## src/rtl/rf_write_arbiter.sv

```systemverilog
// Register-file write-port arbiter: round-robin between ALU (A) and load unit (B), plus a zero-fill clear sequencer.
// Optional: define RF_ZERO_PROTECT_EN to suppress requester writes to x0.
module rf_write_arbiter #(
  parameter int DATA_W = 32,
  parameter int ADDR_W = 5,
  parameter int NREGS  = 32
) (
  input  logic              clk,
  input  logic              reset,
  input  logic              a_valid,
  output logic              a_ready,
  input  logic [ADDR_W-1:0] a_rd,
  input  logic [DATA_W-1:0] a_data,
  input  logic              b_valid,
  output logic              b_ready,
  input  logic [ADDR_W-1:0] b_rd,
  input  logic [DATA_W-1:0] b_data,
  input  logic              clear_start,
  output logic              clear_busy,
  output logic              clear_done,
  output logic              wr_en,
  output logic [ADDR_W-1:0] wr_addr,
  output logic [DATA_W-1:0] wr_data
);

  typedef enum logic {ARB, CLEAR} state_t;

  localparam logic [ADDR_W:0] IDX_LAST = (ADDR_W+1)'(NREGS - 1);

  state_t          state, state_next;
  logic            prio;
  logic [ADDR_W:0] idx;
  logic            a_acc, b_acc;
  logic            a_wr_ok, b_wr_ok;

`ifdef RF_ZERO_PROTECT_EN
  assign a_wr_ok = (a_rd != '0);
  assign b_wr_ok = (b_rd != '0);
`else
  assign a_wr_ok = 1'b1;
  assign b_wr_ok = 1'b1;
`endif

  assign clear_busy = (state == CLEAR);
  assign a_acc      = a_valid & a_ready;
  assign b_acc      = b_valid & b_ready;

  always_comb begin
    state_next = state;
    a_ready    = 1'b0;
    b_ready    = 1'b0;
    case (state)
      ARB: begin
        if (!reset) begin
          if (clear_start) begin
            state_next = CLEAR;
          end else if (a_valid && b_valid) begin
            a_ready = ~prio;
            b_ready = prio;
          end else begin
            a_ready = a_valid;
            b_ready = b_valid;
          end
        end
      end
      CLEAR: begin
        if (idx == IDX_LAST) state_next = ARB;
      end
      default: state_next = ARB;
    endcase
  end

  always_ff @(posedge clk) begin
    if (reset) begin
      state      <= ARB;
      prio       <= 1'b0;
      idx        <= '0;
      wr_en      <= 1'b0;
      wr_addr    <= '0;
      wr_data    <= '0;
      clear_done <= 1'b0;
    end else begin
      state      <= state_next;
      wr_en      <= 1'b0;
      clear_done <= 1'b0;
      if (state == CLEAR) begin
        wr_en      <= 1'b1;
        wr_addr    <= idx[ADDR_W-1:0];
        wr_data    <= '0;
        clear_done <= (idx == IDX_LAST);
        idx        <= (idx == IDX_LAST) ? '0 : idx + (ADDR_W+1)'(1);
      end else begin
        idx <= '0;
        // A protected x0 write still completes its handshake and moves prio.
        if (a_acc) begin
          wr_en   <= a_wr_ok;
          wr_addr <= a_rd;
          wr_data <= a_data;
          prio    <= 1'b1;
        end else if (b_acc) begin
          wr_en   <= b_wr_ok;
          wr_addr <= b_rd;
          wr_data <= b_data;
          prio    <= 1'b0;
        end
      end
    end
  end

endmodule

```

## config.mk

```make
export PLATFORM = sky130hd
export DESIGN_NAME = rf_write_arbiter
export DESIGN_NICKNAME = d
export VERILOG_FILES = /design/src/rtl/rf_write_arbiter.sv
export SDC_FILE = /design/constraint.sdc
export NUM_CORES = 1
export LEC_CHECK = 0
export ABC_AREA = 1
export ABC_CLOCK_PERIOD_IN_PS = 2000
export CAP_MARGIN = 40
export CELL_PAD_IN_SITES_DETAIL_PLACEMENT = 1
export CELL_PAD_IN_SITES_GLOBAL_PLACEMENT = 1
export CORE_ASPECT_RATIO = 1.5
export CORE_UTILIZATION = 26
export DETAILED_ROUTE_END_ITERATION = 7
export GPL_TIMING_DRIVEN = 0
export PLACE_DENSITY_LB_ADDON = 0.1
export RECOVER_POWER = 50
export SLEW_MARGIN = 20
export SYNTH_ARGS = -nofsm -noshare
export SYNTH_HDL_FRONTEND = slang
export SYNTH_SLANG_ARGS = --single-unit
```

## constraint.sdc

```tcl
create_clock -name clk -period 2 [get_ports clk]
set_clock_uncertainty 0.1 [all_clocks]
set_input_delay 0.2 -clock clk [delete_from_list [all_inputs] [get_ports clk]]
set_output_delay 0.2 -clock clk [all_outputs]
set_load 0.1 [all_outputs]
```

==> summary.txt <==
Post-DP HPWL -> 6850 um
DP Cell Count -> 617
Critical R2R Launch -> clear_busy
number of max-cap violations -> 0
FF-to-FF End -> wr_data[23]
Residual DRC -> 0
layout cells sized above 1 -> 17.9%
power share of the clock group -> 30.7%
DRT Pass-1 Iters -> 4
worst vdd ir -> 0.457 mV
Die Span Y -> 119 um
Net Sw Frac -> 33.9%
DR WL/cell -> 13.6 um
Critical Path End Type -> output pin
Netlist cell types -> 28
Final ANT Viol Nets -> 0
fin crit share -> 94.2%
Power Density -> 660 nW/um2
CTS clk-pin slew, worst paths -> 0.07 ns
Final Power -> 2880 uW
Port Buffer Count -> 120
Avg Inst Size Synth -> 6.82 um2
H-tree levels -> 2
CP arrival -> 1.58 ns
Setup-failing EPs final -> 0
CTS Root Cell -> clkbuf_16
RSZ-0062 raised after global routing -> false
vias -> 2846
die area -> 9440 um2
Flop pwr share -> 35.4%
status -> complete, no violations
drt via density -> 4.51
CTS tree -> yes
Static Leak -> 0.00211 uW
Worst Tran Pin Value -> 0.548 ns
first-pass GRT wire length -> 14300 um
CTS buffer count -> 5
Slew HR -> 63.6%
row count -> 42
Yosys reg bits -> 47
critical path class -> reg -> out
clock latency on the worst-skew pair -> 0.29 ns
Syn-to-layout area delta -> 85.4%
Hold EP -> wr_en
Nets -> 600
Metal-1 WL -> 3210 um
clk sinks -> 47
Die X-Extent -> 79.7 um
gr usage total -> 19.6%
hold crit path type -> in -> reg
WL met2 -> 4900 um
post-synthesis cell count -> 345
Max Root-Sink Buffers -> 2
Worst Path Max Fanout -> 10
Final Hold Fails -> 0
Yosys Warn Count -> 0
Gate power share -> 34.0%
Hold WS -> 0.208 ns
Starting Density -> 26.7%
core area -> 8830 um2
FMAX -> 0.531 GHz
WL final -> 8590 um
Max Used Layer -> met4
max-slew violation count -> 0
Placer Congestion -> 0.776
post-route insts no fill -> 631
Hold Startpoint -> reset
pin count of the biggest net entering global routing -> 14
DR WL met3 -> 359 um
initial antenna violation count -> 0
worst path required time -> 1.70 ns
r2r setup slk -> 0.15 ns
FF-to-FF path depth -> 9
fin crit period -> 1.88 ns
CP startpoint kind -> flop
Hold Crit Depth -> 2
Ant. Diodes -> 0
cts hold-fix bufs -> 0
Util after Layout -> 49.4%
Synth Net Count -> 425
sequential share of the synthesized area -> 40.0%
vias in the first global route -> 3118
gr ovfl total -> 0
Ports -> 121
P_int -> 1900 uW
switching power -> 976 uW
Netlist Area Pre-Place -> 2350 um2
Initial DRC Count -> 53
==> synth_stat cells <==
library cell / n / area share, %
a21boi_0: 1 / 0.32
a21oi_1: 24 / 5.1
a21oi_2: 11 / 4.1
a31oi_1: 1 / 0.27
buf_1: 1 / 0.16
buf_2: 8 / 1.7
buf_4: 1 / 0.32
buf_6: 5 / 2.4
clkbuf_1: 2 / 0.32
clkinv_2: 1 / 0.21
dfxtp_1: 47 / 40
ha_1: 1 / 0.53
inv_1: 46 / 7.3
inv_2: 1 / 0.16
inv_4: 1 / 0.27
nand2_1: 129 / 21
nand2_4: 3 / 1.4
nand2_8: 1 / 0.85
nand3_1: 12 / 2.6
nand4_1: 6 / 1.6
nor2_1: 4 / 0.64
nor2_8: 1 / 0.85
nor3_1: 3 / 0.64
nor3b_1: 1 / 0.32
o21ai_0: 31 / 6.6
o21ai_1: 1 / 0.21
o31ai_1: 1 / 0.32
or2_2: 1 / 0.27
==> state kept, by name (all words and copies together) (netlist names) <==
register,flops
clear_done,1
wr_data,32
idx,6
wr_en,1
prio,1
clear_busy,1
wr_addr,5
==> critical path: stages, from the launching register on <==
cell      delay, ns
dfxtp_4        0.39
inv_6          0.10
nand2_4        0.07
nor2_8         0.15
nand2_8        0.08
clkinv_8       0.07
buf_8          0.12
buf_2          0.13
buf_12         0.17
==> how the worst max path moves through the flow <==
stage	end	start	slack [ns]
3_3_place_gp	a_ready	reset	-1.04
2_1_floorplan	prio	clear_busy	0.13
4_1_cts	a_ready	clear_busy	0.04
5_1_grt	a_ready	clear_busy	0.04
6_report	a_ready	clear_busy	0.12
3_5_place_dp	a_ready	reset	-0.63
==> cell families (layout without fill, tap and decap cells) <==
| logic type | count (synthesis) | in the layout | share of synthesized area (%) |
|---|---|---|---|
| simple gates | 161 | 161 | 29.7 |
| flops | 47 | 47 | 40.0 |
| compound gates | 70 | 70 | 16.9 |
| fa+ha+maj | 1 | 1 | 0.532 |
| buf+inv | 66 | 242 | 12.9 |
==> metal layers <==
metal / global-route usage (%) / up-vias
li1: - / 1426
met3: 3.32 / 9
met5: 0 / -
met2: 38.5 / 68
met1: 20.1 / 1343
met4: 5.68 / 0
==> final cells by class <==
cell class                 count  area, um2
sequential                    47        945
tap                          110        138
multi-input combinational    232       1120
fill                        1111       4460
buffer                        17        113
clock buffer                   8        156
timing repair buffer         168       1690
inverter                      49        205
==> power groups by stage <==
stage / clock network, uW / logic (uW) / registers, uW
after floorplan: 0 / 227 / 1360
after global placement: 0 / 861 / 1040
after detailed placement: 0 / 1050 / 1040
after CTS: 914 / 1070 / 1020
after global routing: 951 / 1040 / 1020
final: 883 / 979 / 1020
==> cell usage in the layout, fill, tap and decap left out, types with 9 or more instances in the layout <==
cell / Yosys / final
buf_16: 0 / 9
clkdlybuf4s50_1: 0 / 111
a21oi_2: 11 / 10
nand3_1: 12 / 12
o21ai_0: 31 / 31
inv_1: 46 / 45
buf_2: 8 / 34
dfxtp_1: 47 / 46
a21oi_1: 24 / 24
nand2_1: 129 / 129
==> timing repair <==
| item | CTS | global route |
|---|---|---|
| cloned | 0 | 0 |
| endpoints found under the hold margin | 0 | 0 |
| pin swaps | 1 | 0 |
| buffers inserted | 4 | 3 |
| endpoints found under the setup margin | 2 | 1 |
| resized for setup | 12 | 0 |
==> stage by stage <==
stage / instance area [um2] / setup TNS (ns) / setup WS (ns)
after floorplan: 2360 / 0 / 0.128
after global placement: 3700 / -3.00 / -1.04
after detailed placement: 4440 / -2.58 / -0.635
after CTS: 4650 / 0 / 0.0424
after global routing: 4360 / 0 / 0.0446
final: 4360 / 0 / 0.115
Power figures use the tool's default switching activity.
==> variant 1 (same settings) <==
Build with the macro `RF_ZERO_PROTECT_EN` defined.
--- a/src/rtl/rf_write_arbiter.sv
+++ b/src/rtl/rf_write_arbiter.sv
@@ -1,5 +1,7 @@
 // Register-file write-port arbiter: round-robin between ALU (A) and load unit (B), plus a zero-fill clear sequencer.
 // Optional: define RF_ZERO_PROTECT_EN to suppress requester writes to x0.
+`define RF_ZERO_PROTECT_EN
+
 module rf_write_arbiter #(
   parameter int DATA_W = 32,
   parameter int ADDR_W = 5,
Function: changed (Yosys sat finds a counterexample within 4 cycles, from zero or initial values and one cycle with reset high).
==> variant 1 against the original RTL <==
  * Final area increased by 0.43%
  * Sequential cell count unchanged
  * Synthesized area grew 3.0%
  * Total power down 1.3%
  * Clock power shrank 5.3%
  * Critical path depth unchanged
  * Cell count is 1.1% higher
  * Worst hold slack better by 0.15 ns
  * Non-clock buffer count decreased by 4
  * Sequential power barely moved
  * Setup slack improved by 0.024 ns
  * Sequential share of layout area decreased by 0.093 points
  * Routed wire length is essentially flat
  * Die area is 2.9% higher
  * Highest routed layer unchanged
==> variant 1: results (changes against the original RTL) <==
metric;value;unit;change
num-nets-final;607;;+1.2%
synth-main-ff-cell;dfxtp_1;;
grt_max_degree;15;;+1
critical-path-max-stage-delay;0.47;ns;+0.08 ns
drive_above_1_share;17.4;%;-0.43 points
drt-initial-drc-count;66;;+25%
reg2reg_depth;9;;unchanged
fillers;1106;;-0.45%
ir_drop;0.519;mV;+14%
syn_nets;436;;+2.6%
grt_pass1_vias;2971;;-4.7%
synth_area_leaders;dfxtp_1, nand2_1, inv_1, o21ai_0, a21oi_2;;
vias_per_cell;4.45;;-1.4%
crit_path_top_delay_cell;clkdlybuf4s50_1;;
relSlewSlack;64.1;%;+0.51 points
synth_common_cells;nand2_1, inv_1, dfxtp_1, o21ai_0, a21oi_1;;
gp_congestion;0.812;;+4.7%
cts-root-buf;clkbuf_16;;
grt_pass1_wl;13.8;mm;-3.5%
hp-class;reg -> reg;;
async_flop_share;0;%;unchanged
dr.pass1.iters;4;;unchanged
timing.rr.end;wr_data[31]$_SDFFE_PP0P_;;
p_int;1.87;mW;-1.7%
critical_path.top_delay_family;buffers and inverters;;
port_buffers;120;;unchanged
cts_buffers;5;;unchanged
clk_path_buf_depth;2;;unchanged
clk_pin_slew;0.06;ns;
hold_depth;1;;-1
synthDistinctLibCells;26;;-7.1%
ys_seq_area_share;38.8;%;-1.2 points
hold_path.startpoint;idx[0]$_SDFF_PP0_;;
crit_arrival;1.56;ns;-0.02 ns
yosys_warnings;0;;unchanged
track_usage;18.7;%;-0.84 points
placed_cell_area;0.00450;mm2;+1.3%
leakagePower;2.09;nW;-0.79%
regToRegSetupSlack;0.19;ns;+0.04 ns
reg.largest.list;wr_data x32, idx x6, wr_addr x5;;
worstSkewPairLatency;0.29;ns;about the same
antenna_found_initial;0;;unchanged
htree_num_levels;2;;unchanged
antenna_cells;0;;unchanged
r2r-start;clear_busy$_SDFF_PP0_;;
holdPathEnd;idx[0]$_SDFF_PP0_;;
cp_max_fo;10;;unchanged
status;completed;;
wl_per_cell;13.5;um;-1.0%
dp_hpwl;6.95;mm;+1.6%
-- variant 1: changes by cell type after synthesis, sizes merged, moves of 2 or more --
cell / before / now
inv: 48 / 51
nand2: 133 / 136
nor2: 5 / 11
o21ai: 32 / 34
-- variant 1: cell families (layout without fill, tap and decap cells) --
group,Yosys count,count (layout),share of synthesized area (%)
AOI/OAI and AO/OA,71,71,17.3
adders and majority gates,1,1,0.516
buffers and inverters,68,240,13.3
DFF,47,47,38.8
and+or+nand+nor,169,169,30.0
-- variant 1: cell type report --
class	count	area (um2)	share of cell area (%)
Clock buffer	7	143	3.25
Inverter	51	203	4.62
Timing Repair Buffer	164	1660	38.0
Clock inverter	1	5.00	0.114
Sequential cell	47	945	21.6
Tap cell	110	138	3.14
Buffer	17	126	2.88
Multi-Input combinational cell	241	1160	26.5
-- variant 1: metal layers --
metal  vias to the layer above  track usage, %  wire length (um)
li1                       1456               -                 -
met1                      1302            18.6              3340
met2                        71            37.0              4770
met3                         9            3.40               337
met4                         0            6.36               147
met5                         -               0                 0
-- variant 1: how the worst max path moves through the flow --
stage / slack (ns) / end / start
after floorplan: 0.07 / wr_en$_SDFF_PP0_ / clear_busy$_SDFF_PP0_
after global placement: -0.99 / a_ready / reset
after detailed placement: -0.57 / a_ready / a_valid
after CTS: 0.1 / a_ready / clear_busy$_SDFF_PP0_
after global routing: 0.04 / wr_data[16]$_SDFFE_PP0P_ / prio$_SDFFE_PP0P_
final: 0.14 / a_ready / reset
-- variant 1: metrics by stage --
stage	std cells	utilization, %	worst slack, ns	hold slack, ns
after detailed placement	628	50.4	-0.567	0.351
final	638	49.1	0.139	0.360
after floorplan	356	-	0.0726	0.203
after global routing	638	49.1	0.0379	0.380
after CTS	638	52.5	0.0991	0.367
after global placement	586	42.2	-0.986	0.344
-- variant 1: repair_timing --
item | in CTS | in global routing
buffers inserted | 4 | 0
setup endpoints to repair | 2 | 0
resized for setup | 4 | 0
-- variant 1: power groups by stage --
stage / sequential [mW] / combinational (mW) / clock, mW
global placement: 1.03 / 0.878 / 0
finish: 1.02 / 0.993 / 0.836
global route: 1.02 / 1.05 / 0.896
CTS: 1.02 / 1.09 / 0.872
detailed placement: 1.04 / 1.07 / 0
floorplan: 1.36 / 0.241 / 0
==> variant 2 (config.mk and constraints unchanged) <==
Without the edit above. Reset style: asynchronous (`reset`), changed in one clocked block.
--- a/src/rtl/rf_write_arbiter.sv
+++ b/src/rtl/rf_write_arbiter.sv
@@ -70,7 +70,7 @@
     endcase
   end
 
-  always_ff @(posedge clk) begin
+  always_ff @(posedge clk or posedge reset) begin
     if (reset) begin
       state      <= ARB;
       prio       <= 1'b0;
Behaviour: differs if reset is asserted again (counterexample within 4 cycles, from zero or initial values and one cycle with reset high); with reset held inactive, the same outputs for 10 cycles.
==> variant 2 against the original RTL <==
  * Total power increased by 21%
  * Critical path type is now in -> reg
  * Utilization decreased by 0.84 points
  * Final area increased by 13%
  * Synthesized area increased by 15%
  * Routed wire length increased by 6.7%
  * Setup slack improved by 0.0089 ns
  * Largest cell class unchanged
  * Sequential cell count unchanged
  * Highest routed layer unchanged
  * Largest power group is now combinational cells
  * Register-to-register slack about the same
==> variant 2: results (changes against the original RTL) <==
metric;value;unit;change
synthMuxAreaShare;0;%;unchanged
status;completed;;
placed_cell_area;0.00485;mm2;+9.2%
antenna_cells;0;;unchanged
dr.pass1.iters;4;;unchanged
yosys_warnings;0;;unchanged
cp_max_fo;10;;unchanged
track_usage;18.1;%;-1.5 points
synthDistinctLibCells;23;;-18%
regToRegSetupSlack;0.15;ns;about the same
async_flop_share;100;%;+100 points
placed_cells_incl_taps;647;;+4.9%
cts_buffers;5;;unchanged
worstSkewPairLatency;0.28;ns;
grt_pass1_vias;3259;;+4.5%
preCtsSetupSlack;-0.663;ns;-0.0288 ns
fin_ws;0.124;ns;+0.00888 ns
grt_pass1_wl;15.3;mm;+6.9%
crit_path_top_delay_cell;clkdlybuf4s50_1;;
clk_pin_slew;0.07;ns;about the same
clk_path_buf_depth;2;;unchanged
antenna_found_initial;0;;unchanged
cts-root-buf;clkbuf_16;;
reg2reg_depth;8;;-1
reg.largest.list;wr_data x32, idx x6, wr_addr x5;;
worstMarginPinSlew;1.06;ns;+0.514 ns
holdWs;0.370;ns;+0.162 ns
vias;2894;;+1.7%
hp-class;reg -> reg;;
synth_compound_area_share;0.553;%;-16 points
leakagePower;2.54;nW;+20%
critical-path-max-stage-delay;0.55;ns;+0.16 ns
ys_seq_area_share;43.3;%;+3.3 points
htree_num_levels;2;;unchanged
gp_congestion;0.750;;-3.3%
drt-initial-drc-count;70;;+32%
crit_arrival;1.96;ns;+0.38 ns
syn_nets;448;;+5.4%
synth_common_cells;nand2_1, inv_1, dfrtp_1, nand3_2, nand3_1;;
grt_max_degree;48;;+34
stdcell_count;658;;+4.3%
wl;9.17;mm;+6.7%
num-nets-final;620;;+3.3%
hold_depth;2;;unchanged
dp_hpwl;7.10;mm;+3.7%
ir_drop;0.776;mV;+70%
port_buffers;120;;unchanged
synthAdderAreaFrac;0.461;%;-0.071 points
synth_xor_area_share;0.323;%;+0.32 points
synth_area_leaders;dfrtp_1, nand2_1, inv_1, nand3_2, nand3_1;;
synth_area_per_cell;7.38;um2;+8.2%
drive_above_1_share;19.0;%;+1.2 points
==> variant 2: power by group <==
part           internal [mW]  leakage [nW]  switching, mW
clock                  0.463        0.0679          0.362
combinational          0.598          1.84          0.915
sequential              1.06         0.631         0.0822
total                   2.13          2.54           1.36
==> variant 2: worst paths after layout <==
check / endpoint / startpoint
max in group asynchronous: wr_data[14]$_DFFE_PP0P_ / reset
setup reg to reg: wr_data[29]$_DFFE_PP0P_ / clear_busy$_DFF_PP0_
hold / removal: wr_data[22]$_DFFE_PP0P_ / wr_data[22]$_DFFE_PP0P_
setup / recovery: wr_data[29]$_DFFE_PP0P_ / reset
hold reg to reg: wr_data[22]$_DFFE_PP0P_ / wr_data[22]$_DFFE_PP0P_
min in group asynchronous: wr_addr[1]$_DFFE_PP0P_ / reset
==> variant 2: layer usage <==
| metal | wire (um) | part of all wire, % | vias up | GRT usage (%) |
|---|---|---|---|---|
| met3 | 277 | 3.0 | 6 | 2.45 |
| li1 | - | - | 1429 | - |
| met1 | 3490 | 38 | 1397 | 19.0 |
| met4 | 86 | 0.94 | 0 | 4.90 |
| met2 | 5310 | 58 | 62 | 36.5 |
| met5 | 0 | 0 | - | 0 |
==> variant 2: final cells by class <==
type / count / area (um2)
fillers: 1219 / 5210
repair buffers: 165 / 1890
inverters: 80 / 307
clock buffers: 7 / 133
multi-input cells: 226 / 1130
flip-flops and latches: 47 / 1180
well taps: 117 / 146
plain buffers: 15 / 133
clock inverters: 1 / 5.00
==> variant 2: timing repair <==
action                     in CTS  in global routing
setup buffers                   5                  0
hold endpoints to repair        0                  0
pin swaps                       3                  0
setup endpoints to repair       2                 14
gates resized for setup         7                  6
==> variant 2: critical path, delay by kind of cell <==
family	cells	cell delay (ns)
simple gates	5	0.42
buf+inv	4	1.33
